## config.mk

```make
export PLATFORM = sky130hd
export DESIGN_NAME = seven_seg_scan_decoder
export DESIGN_NICKNAME = d
export VERILOG_FILES = /design/src/rtl/seven_seg_scan_decoder.sv
export SDC_FILE = /design/constraint.sdc
export NUM_CORES = 1
export LEC_CHECK = 0
export BUFFER_PORTS_ARGS = -buffer_cell sky130_fd_sc_hd__buf_2
export CAP_MARGIN = 20
export CORE_UTILIZATION = 45
export DETAILED_ROUTE_END_ITERATION = 10
export GPL_ROUTABILITY_DRIVEN = 0
export GPL_TIMING_DRIVEN = 0
export PLACE_DENSITY = 0.64
export RECOVER_POWER = 25
export SLEW_MARGIN = 20
export SYNTH_ARGS = -nofsm -noshare
export SYNTH_HDL_FRONTEND = slang
export SYNTH_SLANG_ARGS = --single-unit
```

## constraint.sdc

```tcl
create_clock -name clk -period 6.5 [get_ports clk]
set_clock_uncertainty 0.15 [all_clocks]
set_input_delay 0.975 -clock clk [delete_from_list [all_inputs] [get_ports clk]]
set_output_delay 0.975 -clock clk [all_outputs]
set_load 0.01 [all_outputs]
```

## src/rtl/seven_seg_scan_decoder.sv

```systemverilog
`timescale 1ns/1ps
// Purpose : recovers BCD digits from a multiplexed, active-low 7-segment display bus.
// Latency : sample STABLE_CYCLES synchronized cycles after a strobe settles (+2 for sync); frame_valid one cycle after the completing sample.
// Backpressure: none; frame_valid/pattern_err/strobe_err are single-cycle pulses with no ready handshake.
//
// Ports:
//   clk, rst_n   : rising-edge clock, asynchronous active-low reset
//   seg_n[6:0]   : segment lines a..g (bit6 = a), active-low, asynchronous to clk
//   an_n[N-1:0]  : digit strobes, active-low, asynchronous to clk
//   bcd_out      : last complete frame, digit k at [4k+3:4k]
//   frame_valid  : pulses for the one cycle in which bcd_out takes a new frame
//   pattern_err  : pulses when a sampled segment pattern is not a decimal glyph
//   strobe_err   : pulses on the first cycle of each multi-hot strobe episode
module seven_seg_scan_decoder #(
  parameter int NUM_DIGITS    = 4,
  parameter int STABLE_CYCLES = 4
) (
  input  logic                    clk,
  input  logic                    rst_n,
  input  logic [6:0]              seg_n,
  input  logic [NUM_DIGITS-1:0]   an_n,
  output logic [4*NUM_DIGITS-1:0] bcd_out,
  output logic                    frame_valid,
  output logic                    pattern_err,
  output logic                    strobe_err
);

  localparam int CW = $clog2(STABLE_CYCLES + 1);
  localparam logic [CW-1:0]         CNT_DONE  = CW'(STABLE_CYCLES);
  localparam logic [NUM_DIGITS-1:0] MASK_FULL = '1;

  typedef enum logic [1:0] {
    IDLE   = 2'd0,
    SETTLE = 2'd1,
    HELD   = 2'd2
  } state_t;

  // Returns {legal, digit}; anything outside the ten decimal glyphs is illegal.
  function automatic logic [4:0] decode_glyph(input logic [6:0] s);
    case (s)
      7'b0000001: decode_glyph = {1'b1, 4'd0};
      7'b1001111: decode_glyph = {1'b1, 4'd1};
      7'b0010010: decode_glyph = {1'b1, 4'd2};
      7'b0000110: decode_glyph = {1'b1, 4'd3};
      7'b1001100: decode_glyph = {1'b1, 4'd4};
      7'b0100100: decode_glyph = {1'b1, 4'd5};
      7'b0100000: decode_glyph = {1'b1, 4'd6};
      7'b0001111: decode_glyph = {1'b1, 4'd7};
      7'b0000000: decode_glyph = {1'b1, 4'd8};
      7'b0001100: decode_glyph = {1'b1, 4'd9};
      default:    decode_glyph = 5'b0;
    endcase
  endfunction

  // Number of strobes driven low (at most 8 digits, so 4 bits suffice).
  function automatic logic [3:0] count_low(input logic [NUM_DIGITS-1:0] a);
    count_low = '0;
    for (int i = 0; i < NUM_DIGITS; i++) begin
      count_low = count_low + {3'b000, ~a[i]};
    end
  endfunction

  // Two-flop synchronizers; they idle at all ones (nothing lit, no strobe).
  logic [6:0]            seg_s1, seg_s2;
  logic [NUM_DIGITS-1:0] an_s1, an_s2;

  // Previous synchronized pair, used for stability detection.
  logic [6:0]            seg_p;
  logic [NUM_DIGITS-1:0] an_p;

  state_t                state, state_d;
  logic [CW-1:0]         cnt, cnt_d;
  logic [4*NUM_DIGITS-1:0] shadow;
  logic [NUM_DIGITS-1:0] mask;
  logic                  frame_pend;

  logic [3:0]            lows;
  logic                  strobe_one;
  logic                  strobe_multi;
  logic                  prev_multi;
  logic                  pair_same;
  logic                  take_sample;
  logic [4:0]            glyph;
  logic                  glyph_legal;
  logic [3:0]            glyph_val;
  logic [NUM_DIGITS-1:0] mask_set;
  logic                  frame_done;

  assign lows         = count_low(an_s2);
  assign strobe_one   = (lows == 4'd1);
  assign strobe_multi = (lows > 4'd1);
  assign prev_multi   = (count_low(an_p) > 4'd1);
  assign pair_same    = (an_s2 == an_p) && (seg_s2 == seg_p);

  assign glyph        = decode_glyph(seg_s2);
  assign glyph_legal  = glyph[4];
  assign glyph_val    = glyph[3:0];

  // While sampling the strobe is one-hot, so ~an_s2 is exactly the digit bit.
  assign mask_set     = mask | ~an_s2;
  assign frame_done   = take_sample && glyph_legal && (mask_set == MASK_FULL);

  // Next-state and stability counter. The cycle that first shows a new
  // one-hot pair counts as 1; the sample fires when the count reaches
  // STABLE_CYCLES, which may be that very first cycle when STABLE_CYCLES=1.
  always_comb begin
    state_d     = state;
    cnt_d       = cnt;
    take_sample = 1'b0;
    if (strobe_multi) begin
      state_d = IDLE;
      cnt_d   = '0;
    end else begin
      case (state)
        IDLE: begin
          if (strobe_one) begin
            state_d = SETTLE;
            cnt_d   = CW'(1);
          end
        end
        SETTLE: begin
          if (pair_same) begin
            cnt_d = cnt + CW'(1);
          end else if (strobe_one) begin
            cnt_d = CW'(1);
          end else begin
            state_d = IDLE;
            cnt_d   = '0;
          end
        end
        HELD: begin
          if (!pair_same) begin
            if (strobe_one) begin
              state_d = SETTLE;
              cnt_d   = CW'(1);
            end else begin
              state_d = IDLE;
              cnt_d   = '0;
            end
          end
        end
        default: begin
          state_d = IDLE;
          cnt_d   = '0;
        end
      endcase
      if (state_d == SETTLE && cnt_d == CNT_DONE) begin
        take_sample = 1'b1;
        state_d     = HELD;
      end
    end
  end

  always_ff @(posedge clk or negedge rst_n) begin
    if (!rst_n) begin
      seg_s1      <= '1;
      seg_s2      <= '1;
      an_s1       <= '1;
      an_s2       <= '1;
      seg_p       <= '1;
      an_p        <= '1;
      state       <= IDLE;
      cnt         <= '0;
      shadow      <= '0;
      mask        <= '0;
      frame_pend  <= 1'b0;
      bcd_out     <= '0;
      frame_valid <= 1'b0;
      pattern_err <= 1'b0;
      strobe_err  <= 1'b0;
    end else begin
      seg_s1      <= seg_n;
      seg_s2      <= seg_s1;
      an_s1       <= an_n;
      an_s2       <= an_s1;
      seg_p       <= seg_s2;
      an_p        <= an_s2;

      state       <= state_d;
      cnt         <= cnt_d;

      // Only the leading edge of a multi-hot episode is reported.
      strobe_err  <= strobe_multi && !prev_multi;
      pattern_err <= take_sample && !glyph_legal;

      // The frame is published one clock after its last digit lands in the
      // shadow; reading shadow here picks up that digit even if another
      // sample updates shadow on this same edge.
      frame_pend  <= frame_done;
      frame_valid <= frame_pend;
      if (frame_pend) begin
        bcd_out <= shadow;
      end

      if (take_sample) begin
        if (glyph_legal) begin
          for (int k = 0; k < NUM_DIGITS; k++) begin
            if (!an_s2[k]) begin
              shadow[4*k +: 4] <= glyph_val;
            end
          end
          // Clearing on the completing sample lets the very next sample
          // start collecting the following frame.
          mask <= frame_done ? '0 : mask_set;
        end else begin
          mask <= mask & an_s2;
        end
      end
    end
  end

endmodule

```

==> results by group, run 1 <==
Timing
  • Hold slack final: 0.206 ns
  • Rel. slew slack: 10.1%
  • Max Freq: 278 MHz
  • Setup TNS: 0 ns
  • RSZ-0062 raised after global routing: false
  • Ratio of final minimum period to clock period: 55.3%
  • Min Tclk post-route: 3.59 ns
  • Final WS setup: 2.91 ns
  • Fin. Hold Viols: 0
  • Max-slew violations: 0
  • Final setup vio count: 0
  • Worst slew pin tran: 1.35 ns

Layout
  • Nets: 307
  • Fillers: 641
  • Layout cell share with drive strength beyond 1: 33.8%
  • Layout area overhead: 15.1%
  • Ant diodes: 0
  • Final Core Density: 53.2%

Synthesis
  • Synthesis Warnings: 0
  • Mapped Cells: 245
  • Syn Nets: 264
  • Commonest cells in the netlist: 45 x dfrtp_1, 33 x dfstp_2, 16 x mux2_1, 16 x mux2_2, 12 x xor2_1
  • Sequential-to-total area share from yosys stat: 59.8%
  • Most common cell in the netlist: dfrtp_1
  • Largest cells by area after synthesis: dfrtp_1 34%, dfstp_2 26%, mux2_1 5.4%
  • Mean Syn Cell Area: 13.6 µm²
  • Post-synthesis register bit count: 78
  • Async SR Flop Fraction: 100%
  • Synth cell types: 50
  • EDFF count, synth: 0
  • Top cell type's share of synthesized area: 33.8%
  • Mapped cell area: 3340 µm²
  • Yosys top cell by area: dfrtp_1
  • Ys flop type: dfrtp_1

Global route
  • Vias in the first global route: 1978
  • First-pass GRT wire length: 9.76 mm
  • Congestion Overflow GR: 0
  • Antenna violations before repair: 0
  • Tot GR Track Use: 17.0%
  • Largest net degree at the start of global routing: 58

Floorplan
  • Core area: 7210 µm²
  • Starting Density: 46.2%
  • Full die area: 7760 µm²
  • Std-Cell Rows: 31
  • DIE HEIGHT: 88.1 µm
  • Die Wd: 88.1 µm
  • Top Ports: 32

Status
  • Outcome: finished, final reports clean

Clock network
  • CTS H-tree lvls: 3
  • Inserted Clock Buffers: 9
  • CTS Buffer Depth: 2
  • # hold bufs at CTS: 0
  • CTS Sinks: 78
  • Setup bufs post-CTS: 0
  • Root Driver: clkbuf_8
  • Clk Latency, worst-skew pair: 0.35 ns
  • Post-CTS Resized: 0
  • CTS tree: built
  • Worst-path clk slew: 0.08 ns

Power and ir drop
  • LEAKAGE: 1.73 nW
  • P_sw: 234 µW
  • Peak VDD IR: 0.000157 V
  • Sequential Power Share: 54.7%
  • PwrDens: 246 nW/µm²
  • Sw Ratio: 24.8%
  • Clock power share: 38.4%
  • Gate power share: 6.9%
  • Internal power: 710 µW

Detailed routing
  • Residual DRC count: 0
  • Total wire length: 5.67 mm
  • Drt pass-1 iters: 4
  • Routed length per instance: 14.5 µm
  • Routed via count: 2010
  • Initial DRC count: 100
  • Antenna viol nets, final: 0
  • Vias per Instance: 5.13

Worst setup path
  • Crit start category: register
  • WP data arrival: 3.65 ns
  • CP Class: reg -> reg
  • Critical path capture point type: register
  • WP data required: 6.55 ns
  • CP max FO: 8
  • Worst R2R Path Depth: 10

Placed design
  • Setup WS pre-CTS: 3.02 ns
  • IO buf count: 31
  • Hpwl dp: 3.94 mm

Flow run
  • Maxcap violations: 0

Worst hold path
  • Hold Crit Class: reg -> reg
  • Worst Hold Path Cells: 0
state kept, by name (all words and copies together) (netlist names):
name	flops
bcd_out	16
shadow	16
seg_p	7
seg_s1	7
seg_s2	7
an_p	4
an_s1	4
an_s2	4
mask	4
cnt	3
state	2
frame_pend	1
frame_valid	1
pattern_err	1
strobe_err	1
critical path, cell delays in order (launching register included):
cell	delay, ns
dfstp_1	0.45
fa_1	0.56
inv_1	0.04
ha_1	0.18
inv_1	0.06
ha_1	0.34
inv_1	0.18
nor4_1	0.54
nand4_1	0.39
a211oi_2	0.46
a211oi_1	0.09
layer usage:
metal,share of wire (%),track usage (%),vias to the layer above
met3,3.5,4.52,9
met1,48,23.1,1001
met5,0,0,-
met2,46,25.9,39
met4,1.6,7.04,0
li1,-,-,961
kinds of logic (layout without fill, tap and decap cells):
family / after synthesis / after routing / synth area share, %
AOI/OAI and AO/OA: 34 / 34 / 10.3
xor gates and xnor gates: 13 / 13 / 3.41
adders and majority gates: 6 / 6 / 2.70
buffers and inverters: 20 / 68 / 2.51
DFF: 78 / 78 / 59.8
muxes: 34 / 34 / 11.4
and+or+nand+nor: 60 / 60 / 9.94
layout make-up:
class	count	area, µm²	share of cell area (%)
buffer	10	46.3	1.21
timing repair buffer	32	181	4.72
clock inverter	6	71.3	1.86
clock buffer	10	128	3.32
multi-input combinational	147	1260	32.8
tap	99	124	3.23
inverter	10	37.5	0.978
sequential	78	1990	51.9
placed cells by master (no fill, tap or decap), drive strengths merged, types with 2 or more instances in the layout:
master	synthesis	routed
mux2i	2	2
and3	2	2
fa	2	2
clkinv	0	2
nand2b	8	8
clkbuf	8	19
nor3	5	5
or3	2	2
dfrtp	45	45
o21bai	2	2
or4	3	3
buf	2	33
mux2	32	32
a21oi	2	2
nand4	3	3
nor2	11	11
dfstp	33	33
ha	4	4
inv	10	11
xor2	12	12
nand2	10	10
clkinvlp	0	2
nand3	4	4
nor4	5	5
a31oi	2	2
a211oi	7	7
o21ai	3	3
o21ba	2	2
a2111oi	4	4
power by group through the flow:
stage | clock (mW) | combinational (mW) | sequential (mW)
global placement | 0 | 0.0622 | 0.526
detailed placement | 0 | 0.0664 | 0.526
finish | 0.362 | 0.0654 | 0.516
global route | 0.396 | 0.0751 | 0.518
floorplan | 0 | 0.0401 | 0.523
CTS | 0.373 | 0.0669 | 0.517
path summary, 6_finish.rpt:
| check | from | end | slack, ns |
|---|---|---|---|
| max in group asynchronous | rst_n | seg_p[5] | 4.50 |
| hold reg to reg | an_s1[1] | an_s2[1] | 0.21 |
| setup reg to reg | an_s2[0] | mask[1] | 2.91 |
| hold / removal | an_s1[1] | an_s2[1] | 0.21 |
| setup / recovery | an_s2[0] | mask[1] | 2.91 |
| min in group asynchronous | rst_n | cnt[0] | 0.76 |
per-stage QoR:
stage | area, µm² | total power, mW | cells
after floorplan | 3340 | 0.563 | 245
after global placement | 3610 | 0.588 | 375
after detailed placement | 3640 | 0.592 | 376
after CTS | 3840 | 0.958 | 392
after global routing | 3840 | 0.989 | 392
final | 3840 | 0.944 | 392
Power figures use the tool's default switching activity.
==> inputs of run 2 (changes only) <==
--- a/config.mk
+++ b/config.mk
@@ -11,7 +11,7 @@
 export DETAILED_ROUTE_END_ITERATION = 10
 export GPL_ROUTABILITY_DRIVEN = 0
 export GPL_TIMING_DRIVEN = 0
-export PLACE_DENSITY = 0.64
+export PLACE_DENSITY = 0.67
 export RECOVER_POWER = 25
 export SLEW_MARGIN = 20
 export SYNTH_ARGS = -nofsm -noshare
==> constraint.sdc (replaced) <==
create_clock -name clk -period 3 [get_ports clk]
set_clock_uncertainty 0.15 [all_clocks]
set_input_delay 0.45 -clock clk [delete_from_list [all_inputs] [get_ports clk]]
set_output_delay 0.45 -clock clk [all_outputs]
set_load 0.01 [all_outputs]
==> run 2 against run 1 <==
Compared with the run above:
- the flow now finishes with violations (capacitance limit, slew limit)
- maximum frequency rose by 24%
- setup slack got worse by 2.8 ns
- clock power rose by 120%
- power rose by 120%
- non-clock buffer count rose by 2
- first-iteration DRC count rose by 18%
- count of clock-buffer cells in the layout fell by 1
==> results by group, run 2 (synthesized netlist as in run 1, its figures left out) <==
Timing
  • Max-slew violations: 26 (+26)
  • Ratio of final minimum period to clock period: 96.7% (+41 points)
  • Final setup vio count: 0 (unchanged)
  • Worst slew pin tran: 1.56 ns (+0.211 ns)
  • Rel. slew slack: -3.97% (-14 points)
  • Fin. Hold Viols: 0 (unchanged)
  • Min Tclk post-route: 2.90 ns (-0.693 ns)
  • Final WS setup: 0.0995 ns (-2.81 ns)
  • Hold slack final: 0.0474 ns (-0.158 ns)
  • Max Freq: 345 MHz (+24%)
  • RSZ-0062 raised after global routing: false

Worst setup path
  • WP data arrival: 2.98 ns (-0.67 ns)
  • Worst r2r src: seg_s2[1]
  • Critical path capture point type: register
  • WP data required: 3.08 ns (-3.47 ns)
  • CP max FO: 9 (+1)
  • CP Launch Point: seg_s2[1]
  • CP Class: reg -> reg
  • Crit start category: register

Status
  • Outcome: finished with violations
  • Violated checks: capacitance limit, slew limit

Layout
  • Layout area overhead: 17.6%
  • Commonest cells after routing, fill and taps aside: 45 x dfrtp_1, 30 x buf_2, 26 x dfstp_2, 16 x mux2_2, 16 x mux2_1
  • Ant diodes: 0 (unchanged)
  • Final Core Density: 54.4% (+1.2 points)
  • Top flop regs: bcd_out (16), shadow (16)
  • Layout cell share with drive strength beyond 1: 37.6% (+3.8 points)
  • Commonest non-fill, non-tap cell in the layout: dfrtp_1
  • Cell Count, Final, Fillers Out: 394 (+0.51%)
  • Nets: 309 (+0.65%)

Clock network
  • Inserted Clock Buffers: 9 (unchanged)
  • CTS tree: built
  • Worst-path clk slew: 0.08 ns (about the same)
  • CTS Sinks: 78 (unchanged)
  • Clk Latency, worst-skew pair: 0.34 ns (about the same)
  • CTS Buffer Depth: 2 (unchanged)
  • Root Driver: clkbuf_8
  • CTS H-tree lvls: 3 (unchanged)

Global route
  • Tot GR Track Use: 16.9% (-0.041 points)
  • Met2 Track Usage GR: 26.4% (+0.49 points)
  • Grt met3 use: 5.09% (+0.57 points)
  • GRT busiest layer: met2
  • Congestion Overflow GR: 0 (unchanged)
  • Met1 Usage GRT: 22.6% (-0.49 points)
  • Largest net degree at the start of global routing: 54 (-6.9%)
  • Vias in the first global route: 1948 (-1.5%)
  • Antenna violations before repair: 0 (unchanged)
  • First-pass GRT wire length: 9.71 mm (-0.56%)

Floorplan
  • Top Ports: 32 (unchanged)
  • DIE HEIGHT: 88.1 µm (unchanged)
  • Die Wd: 88.1 µm (unchanged)
  • Std-Cell Rows: 31 (unchanged)
  • Core area: 7210 µm² (unchanged)
  • Starting Density: 46.2% (unchanged)
  • Full die area: 7760 µm² (unchanged)

Power and ir drop
  • PwrDens: 522 nW/µm² (+110%)
  • LEAKAGE: 1.76 nW (+1.2%)
  • Peak VDD IR: 0.000349 V (+120%)

Detailed routing
  • Residual DRC count: 0 (unchanged)
  • Drt pass-1 iters: 4 (unchanged)
  • Routed via count: 2010 (unchanged)
  • Total wire length: 5.83 mm (+2.9%)
  • Initial DRC count: 118 (+18%)
  • Routed length per instance: 14.8 µm (+2.4%)
  • Antenna viol nets, final: 0 (unchanged)
  • Vias per Instance: 5.10 (-0.51%)

Placed design
  • Hpwl dp: 3.91 mm (-0.84%)
  • Dpl cells: 376 (unchanged)
  • IO buf count: 31 (unchanged)
  • Setup WS pre-CTS: -0.444 ns (-3.47 ns)

Worst hold path
  • HP Start: seg_n[3]
  • Hold Crit Class: in -> reg

Flow run
  • Maxcap violations: 1 (+1)
-- run 2: cell types whose count changed in the layout (fill, tap and decap cells not counted), sizes merged --
cell,previous run,this run
buf,33,35
clkbuf,19,17
dlygate4sd3,0,1
inv,11,12
-- run 2: repair_timing --
| action | 4_1_cts | 5_1_grt |
|---|---|---|
| buffers inserted | 1 | 2 |
| gates resized for setup | 7 | 4 |
| setup endpoints to repair | 21 | 21 |
| pin swaps | 5 | 4 |
| hold endpoints to repair | 22 | 0 |
| hold buffers | 1 | 0 |
-- run 2: power by group --
| part | switching, mW | total (mW) | internal (mW) |
|---|---|---|---|
| Clock | 0.392 | 0.779 | 0.387 |
| Combinational | 0.0937 | 0.149 | 0.0558 |
| Sequential | 0.0256 | 1.12 | 1.10 |
-- run 2: worst max-delay path: stages, from the launching register on --
cell	delay [ns]
dfstp_2	0.61
or4b_4	0.52
or4_1	0.42
and4_4	0.27
a2111oi_4	0.30
buf_4	0.19
mux2_1	0.32
-- run 2: worst paths after layout --
path / end / depth (start not counted) / slack, ns
max in group asynchronous: an_s2[0] / 3 / 0.84
min in group asynchronous: cnt[1] / 2 / 0.88
setup / recovery: shadow[7] / 6 / 0.1
setup reg to reg: shadow[7] / 6 / 0.1
hold reg to reg: seg_s2[1] / 0 / 0.21
hold / removal: seg_s1[3] / 1 / 0.05
-- run 2: through the flow --
stage          total power, mW  setup TNS (ns)  cell area, µm²
5_1_grt                   2.15               0            3920
2_1_floorplan             1.22               0            3340
3_5_place_dp              1.28           -5.34            3640
6_report                  2.05               0            3920
4_1_cts                   2.08               0            3900
3_3_place_gp              1.27           -4.86            3610
-- run 2: layout make-up --
cell class / count / area, µm²
Buffer: 8 / 37.5
Clock buffer: 9 / 124
Clock inverter: 7 / 72.6
Fill cell: 635 / 3290
Inverter: 10 / 37.5
Multi-Input combinational cell: 147 / 1320
Sequential cell: 78 / 1990
Tap cell: 99 / 124
Timing Repair Buffer: 36 / 214
-- run 2: metal layers --
metal	vias to the layer above	routed length, µm
li1	961	-
met1	1007	2780
met2	35	2760
met3	7	207
met4	0	84
met5	-	0
